`src/rtl/next_pc_predict_if.sv`:
```
// Front-end bundle between the fetch/decode/execute pipeline and the next-PC unit.
// The pipeline side drives the master modport; next_pc_predict uses the slave modport.
interface next_pc_predict_if #(
  parameter int XLEN  = 32,
  parameter int CNT_W = 16
) ();
  typedef logic [6:0] opcode_t;

  logic            stall;
  logic            dec_valid;
  opcode_t         dec_opcode;
  logic [XLEN-1:0] dec_pc;
  logic [XLEN-1:0] dec_imm;
  logic            dec_pred_taken;
  logic            ex_valid;
  opcode_t         ex_opcode;
  logic [XLEN-1:0] ex_pc;
  logic            ex_taken;
  logic [XLEN-1:0] ex_target;
  logic            ex_pred_taken;
  logic [XLEN-1:0] pc;
  logic [1:0]      pc_src;
  logic            flush_fetch;
  logic            flush_decode;
  logic [CNT_W-1:0] mispredict_count;

  modport master (
    output stall, dec_valid, dec_opcode, dec_pc, dec_imm,
           ex_valid, ex_opcode, ex_pc, ex_taken, ex_target, ex_pred_taken,
    input  dec_pred_taken, pc, pc_src, flush_fetch, flush_decode, mispredict_count
  );

  modport slave (
    input  stall, dec_valid, dec_opcode, dec_pc, dec_imm,
           ex_valid, ex_opcode, ex_pc, ex_taken, ex_target, ex_pred_taken,
    output dec_pred_taken, pc, pc_src, flush_fetch, flush_decode, mispredict_count
  );
endinterface

```
`src/rtl/next_pc_predict.sv`:
```
// Next-PC unit: owns the fetch PC, predicts branches in decode with a bimodal
// table of 2-bit counters, and recovers from execute-stage mispredictions.
module next_pc_predict #(
  parameter int              XLEN         = 32,
  parameter logic [XLEN-1:0] RESET_VECTOR = '0,
  parameter int              BHT_ENTRIES  = 16,
  parameter int              CNT_W        = 16
) (
  input  logic           clk,
  input  logic           reset,
  next_pc_predict_if.slave bus
);
  localparam int         IDX_W         = $clog2(BHT_ENTRIES);
  localparam logic [6:0] OPCODE_BRANCH = 7'b1100011;
  localparam logic [6:0] OPCODE_JALR   = 7'b1100111;
  localparam logic [6:0] OPCODE_JAL    = 7'b1101111;

  typedef enum logic [1:0] {
    SRC_SEQ     = 2'd0,
    SRC_DEC     = 2'd1,
    SRC_EX_TGT  = 2'd2,
    SRC_EX_FALL = 2'd3
  } pc_src_e;

  logic [XLEN-1:0]  pc_q, pc_d;
  logic [CNT_W-1:0] mispredict_count_q, mispredict_count_d;
  logic [1:0]       bht_q [BHT_ENTRIES];
  logic [1:0]       bht_d [BHT_ENTRIES];

  logic [IDX_W-1:0] dec_idx, ex_idx;
  logic             dec_redirect, dec_pred;
  logic             ex_redirect, ex_is_branch;
  logic [XLEN-1:0]  dec_target, ex_dest;
  pc_src_e          ex_src, pc_src;

  assign dec_idx      = bus.dec_pc[IDX_W+1:2];
  assign ex_idx       = bus.ex_pc[IDX_W+1:2];
  assign ex_is_branch = bus.ex_valid && (bus.ex_opcode == OPCODE_BRANCH);

  // Decode-stage prediction reads the table before this cycle's execute update.
  always_comb begin
    // NOTE: give every always_comb output a default first so no path leaves it unassigned and infers a latch.
    dec_pred   = 1'b0;
    dec_target = bus.dec_pc + bus.dec_imm;
    if (!reset && bus.dec_valid && !bus.stall) begin
      if (bus.dec_opcode == OPCODE_JAL) begin
        dec_pred = 1'b1;
      end else if (bus.dec_opcode == OPCODE_BRANCH) begin
        dec_pred = bht_q[dec_idx][1];
      end
    end
    dec_redirect = dec_pred;
  end

  always_comb begin
    ex_redirect = 1'b0;
    ex_dest     = bus.ex_target;
    ex_src      = SRC_EX_TGT;
    if (!reset && bus.ex_valid) begin
      if (bus.ex_opcode == OPCODE_JALR) begin
        ex_redirect = 1'b1;
      end else if (bus.ex_opcode == OPCODE_BRANCH && (bus.ex_taken != bus.ex_pred_taken)) begin
        ex_redirect = 1'b1;
        if (!bus.ex_taken) begin
          ex_dest = bus.ex_pc + XLEN'(4);
          ex_src  = SRC_EX_FALL;
        end
      end
    end
  end

  // Priority: execute redirect, then stall hold, then decode redirect, then sequential.
  always_comb begin
    pc_d   = pc_q + XLEN'(4);
    pc_src = SRC_SEQ;
    if (reset) begin
      pc_d = RESET_VECTOR;
    end else if (ex_redirect) begin
      pc_d   = ex_dest;
      pc_src = ex_src;
    end else if (bus.stall) begin
      pc_d = pc_q;
    end else if (dec_redirect) begin
      pc_d   = dec_target;
      pc_src = SRC_DEC;
    end
  end

  always_comb begin
    mispredict_count_d = mispredict_count_q + CNT_W'(ex_redirect);
    bht_d = bht_q;
    if (ex_is_branch) begin
      if (bus.ex_taken && bht_q[ex_idx] != 2'b11) begin
        bht_d[ex_idx] = bht_q[ex_idx] + 2'd1;
      end else if (!bus.ex_taken && bht_q[ex_idx] != 2'b00) begin
        bht_d[ex_idx] = bht_q[ex_idx] - 2'd1;
      end
    end
  end

  always_ff @(posedge clk) begin
    if (reset) begin
      // NOTE: sequential state uses non-blocking assignments so every flop samples pre-edge values.
      pc_q               <= RESET_VECTOR;
      mispredict_count_q <= '0;
      // NOTE: the counter table is reset explicitly because prediction starts from a defined weakly-not-taken state.
      for (int i = 0; i < BHT_ENTRIES; i++) begin
        bht_q[i] <= 2'b01;
      end
    end else begin
      pc_q               <= pc_d;
      mispredict_count_q <= mispredict_count_d;
      bht_q              <= bht_d;
    end
  end

  assign bus.pc               = pc_q;
  assign bus.pc_src           = pc_src;
  assign bus.dec_pred_taken   = dec_pred;
  assign bus.flush_decode     = ex_redirect;
  assign bus.flush_fetch      = ex_redirect || dec_redirect;
  assign bus.mispredict_count = mispredict_count_q;
endmodule

```
`src/flat_wrapper.sv`:
```
// flat-port wrapper written by rule: the top's interface ports become plain ports
module next_pc_predict_flat 
#(
  parameter int              XLEN         = 32,
  parameter logic [XLEN-1:0] RESET_VECTOR = '0,
  parameter int              BHT_ENTRIES  = 16,
  parameter int              CNT_W        = 16
)
  (clk, reset, bus_stall, bus_dec_valid, bus_dec_opcode, bus_dec_pc, bus_dec_imm, bus_ex_valid, bus_ex_opcode, bus_ex_pc, bus_ex_taken, bus_ex_target, bus_ex_pred_taken, bus_dec_pred_taken, bus_pc, bus_pc_src, bus_flush_fetch, bus_flush_decode, bus_mispredict_count);
  next_pc_predict_if #(.XLEN(XLEN), .CNT_W(CNT_W)) bus_i ();
  input  logic clk;
  input  logic reset;
  input wire logic [$bits(bus_i.stall)-1:0] bus_stall;
  input wire logic [$bits(bus_i.dec_valid)-1:0] bus_dec_valid;
  input wire logic [$bits(bus_i.dec_opcode)-1:0] bus_dec_opcode;
  input wire logic [$bits(bus_i.dec_pc)-1:0] bus_dec_pc;
  input wire logic [$bits(bus_i.dec_imm)-1:0] bus_dec_imm;
  input wire logic [$bits(bus_i.ex_valid)-1:0] bus_ex_valid;
  input wire logic [$bits(bus_i.ex_opcode)-1:0] bus_ex_opcode;
  input wire logic [$bits(bus_i.ex_pc)-1:0] bus_ex_pc;
  input wire logic [$bits(bus_i.ex_taken)-1:0] bus_ex_taken;
  input wire logic [$bits(bus_i.ex_target)-1:0] bus_ex_target;
  input wire logic [$bits(bus_i.ex_pred_taken)-1:0] bus_ex_pred_taken;
  output wire logic [$bits(bus_i.dec_pred_taken)-1:0] bus_dec_pred_taken;
  output wire logic [$bits(bus_i.pc)-1:0] bus_pc;
  output wire logic [$bits(bus_i.pc_src)-1:0] bus_pc_src;
  output wire logic [$bits(bus_i.flush_fetch)-1:0] bus_flush_fetch;
  output wire logic [$bits(bus_i.flush_decode)-1:0] bus_flush_decode;
  output wire logic [$bits(bus_i.mispredict_count)-1:0] bus_mispredict_count;
  assign bus_i.stall = bus_stall;
  assign bus_i.dec_valid = bus_dec_valid;
  assign bus_i.dec_opcode = bus_dec_opcode;
  assign bus_i.dec_pc = bus_dec_pc;
  assign bus_i.dec_imm = bus_dec_imm;
  assign bus_i.ex_valid = bus_ex_valid;
  assign bus_i.ex_opcode = bus_ex_opcode;
  assign bus_i.ex_pc = bus_ex_pc;
  assign bus_i.ex_taken = bus_ex_taken;
  assign bus_i.ex_target = bus_ex_target;
  assign bus_i.ex_pred_taken = bus_ex_pred_taken;
  assign bus_dec_pred_taken = bus_i.dec_pred_taken;
  assign bus_pc = bus_i.pc;
  assign bus_pc_src = bus_i.pc_src;
  assign bus_flush_fetch = bus_i.flush_fetch;
  assign bus_flush_decode = bus_i.flush_decode;
  assign bus_mispredict_count = bus_i.mispredict_count;
  next_pc_predict #(.XLEN(XLEN), .RESET_VECTOR(RESET_VECTOR), .BHT_ENTRIES(BHT_ENTRIES), .CNT_W(CNT_W)) u_core (.clk(clk), .reset(reset), .bus(bus_i));
endmodule
```
`config.mk`:
```
export PLATFORM = sky130hd
export DESIGN_NAME = next_pc_predict_flat
export DESIGN_NICKNAME = d
export VERILOG_FILES = /design/src/rtl/next_pc_predict_if.sv /design/src/rtl/next_pc_predict.sv /design/src/flat_wrapper.sv
export SDC_FILE = /design/constraint.sdc
export NUM_CORES = 1
export LEC_CHECK = 0
export CORE_ASPECT_RATIO = 1.4
export CORE_MARGIN = 1.5
export CORE_UTILIZATION = 25
export CTS_BUF_LIST = sky130_fd_sc_hd__clkbuf_2 sky130_fd_sc_hd__clkbuf_4 sky130_fd_sc_hd__clkbuf_8
export DETAILED_ROUTE_END_ITERATION = 6
export PLACE_DENSITY = 0.43
export SLEW_MARGIN = 20
export SYNTH_ARGS = -nofsm -noshare
export SYNTH_HDL_FRONTEND = slang
export SYNTH_SLANG_ARGS = --single-unit
export TNS_END_PERCENT = 1
```
`constraint.sdc`:
```
create_clock -name clk -period 4.84 [get_ports clk]
set_input_delay 0.726 -clock clk [delete_from_list [all_inputs] [get_ports clk]]
set_output_delay 0.726 -clock clk [all_outputs]
set_load 0.1 [all_outputs]
```
==> results.ini <==
[cts]
clock_path_buffers=2
ctsHoldBuffers=0
ctsHtreeMaxLevel=3
postCtsSetupRepairBufs=0
tritoncts=built
clk_pin_slew_ns=0.10
cts_buffers=9
cts_repair_resize_count=0
insertion_delay_ns=0.40
numClockSinks=80
cts_root_buf=clkbuf_8

[routing]
drtIter0Drc=309
wire_per_inst_um=20.2
drt_wl_total_mm=30.2
drt-pass1-iter-count=4
num_vias=7654
drc=0
viasPerCell=5.13
postRouteAntennaNets=0

[hold_path]
min_path_type=reg2reg
whs_path_depth=2

[yosys]
syn-num-nets=1124
yosysWarningCount=0
synth-seq-area-share=0.221
synthTopCellsByArea=dfxtp_1 (22%), ha_1 (6.9%), nand2_1 (6.0%)
syn_inst=934
synthesis.area_um2=7260
synth_seq_cells=80
synth_async_sr_flop_share=0
synth_cell_type_count=87
syn_avg_cell_area_um2=7.78
synth_ff_type=dfxtp_1
synth_edf_count=0
synth_top_area_cell=dfxtp_1
netlist.area_leader.share=0.221

[placement]
portBuffers=201
place_ws_ns=0.508
gp_congestion=0.857
dp_hpwl_mm=24.4
post-place-cells=1474

[power_and_ir_drop]
finalPower_mw=1.72
vdd_drop_max_mv=0.105
p_per_area_nw_per_um2=175
p_leak_nw=3.70

[floorplanning]
die_h_um=205
coreArea_um2=28500
pin_count=202
die_area_um2=30100
rows=73
die_w_um=147
start_util=0.255

[final_layout]
fin_nets=1300
drive_gt1_frac=0.0709
finalNonFillerCells=1491
syn_to_final_growth_pct=35.4

[sta]
drv_slew=0
slew_headroom=0.306
fmax_ghz=0.242
rsz0062_at_grt=no
final.setup.tns_ns=0
setup_viol=0
setup_slack_ns=0.708
max_slew.worst_pin.slew_ns=1.04
period_needed_ns=4.13
clock_skew_ns=0.0220
timing_hold_violations_final=0
fin_crit_sh=0.854
holdWs_ns=0.491

[critical_path]
r2r_cells=11
cpMaxStageDelayCell=clkdlybuf4s50_1
path_max_fanout=7
r2r_slack_ns=1.76
start_kind=primary input
end_kind=output port
criticalPathCategory=in2out
critical_path.max_stage_delay_ns=0.70
critPathArrivalTime_ns=3.41
required_ns=4.11
worstPathCellList=clkdlybuf4s50_1 > mux4_1 > mux2i_1 > mux2_4 > o21ai_2 > a21oi_1 > a2bb2oi_1 > a2bb2oi_1 > nor2_1 > buf_12
cp_common_cell=a2bb2oi_1

[global_routing]
antenna_found_initial=2
grt_max_degree=59
track_usage=0.199
grt_pass1_vias=7659
grt_overflow_total=0
grt_pass1_wl_mm=45.6

[run_status]
outcome=finished clean

[flow_run]
drv_cap=0

## worst paths after layout
kind / from / endpoint
worst max-delay path: bus_dec_pc[2] / bus_pc_src[0]
worst min-delay path: u_core.bht_q[13] / u_core.bht_q[13]
worst max register to register: flip-flop / flip-flop
worst min register to register: u_core.bht_q[13] / u_core.bht_q[13]
## cell families (layout without fill, tap and decap cells)
| logic type | count (synthesis) | after routing | synth area share |
|---|---|---|---|
| AO/OA/AOI/OAI | 269 | 269 | 0.246 |
| XOR/XNOR | 84 | 84 | 0.101 |
| adder cells (fa/ha/maj) | 41 | 41 | 0.0717 |
| buffers and inverters | 80 | 261 | 0.0498 |
| flip-flops | 80 | 80 | 0.221 |
| multiplexers | 26 | 26 | 0.0620 |
| other | 0 | 1 | 0 |
| AND/OR/NAND/NOR | 354 | 354 | 0.249 |
## through the flow
step	area, um^2	util
floorplan	7260	-
global placement	9640	0.338
detailed placement	9640	0.338
CTS	9830	0.345
global route	9830	0.345
finish	9830	0.345
## Yosys cell counts, types with 9 or more instances
master and count:
nand2_1 116, dfxtp_1 80, a21oi_1 77, nor2_1 67, nand3_1 52, xor2_1 46, ha_1 40, xnor2_1 38
clkbuf_1 30, o21ai_0 30, o211ai_1 25, and3_1 23, a21o_1 22, inv_1 19, o21ai_1 18, nand4_1 16
a211oi_1 15, a31oi_1 12, and2_1 12, buf_2 11, o221ai_1 11, nor3_1 10, mux2i_1 9
## power by group
group | switching, mW | leakage, nW | internal (mW)
clock | 0.301 | 0.0976 | 0.207
sequential | 0.00713 | 0.646 | 0.662
combinational | 0.294 | 2.95 | 0.250
total | 0.602 | 3.70 | 1.12
## cell usage in the layout, fill, tap and decap left out, types with 4 or more instances in the layout
master,n
a21o_1,22
nor3_2,4
mux4_1,5
nand2b_1,5
buf_4,21
mux4_2,8
and2_1,12
nor2_1,67
o21ai_0,30
ha_1,40
nor2b_1,8
a21oi_1,77
and3_1,23
nand4_1,16
o21bai_1,4
o22ai_1,8
xor2_1,46
o221ai_1,11
dfxtp_1,80
nor3_1,10
and4_1,7
inv_1,19
clkbuf_8,10
nor4_2,4
xnor2_1,38
or3_1,7
nor4_1,4
o211ai_1,25
nand3_1,52
a211oi_1,15
mux2i_1,9
a31oi_1,12
clkdlybuf4s50_1,195
o32ai_1,5
o21ai_1,18
nand2_1,116
## worst max-delay path, delay by kind of cell
kind	cells	cell delay (ns)
compound gates	4	0.67
buf+inv	2	0.92
mux	3	1.01
simple gates	1	0.09
## layer usage
| layer | vias to the layer above | track usage | wire length, um |
|---|---|---|---|
| li1 | 3812 | - | - |
| met1 | 3623 | 0.227 | 12100 |
| met2 | 186 | 0.373 | 16000 |
| met3 | 31 | 0.0296 | 1270 |
| met4 | 2 | 0.0668 | 780 |
| met5 | - | 0 | 12 |
## final cells by class
type	count	area, um^2
Antenna cell	1	2.50
Clock buffer	10	138
Clock inverter	6	48.8
Fill cell	3118	18700
Inverter	25	96.3
Multi-Input combinational cell	774	5300
Sequential cell	80	1600
Tap cell	375	469
Timing Repair Buffer	220	2170
Power figures use the tool's default switching activity.
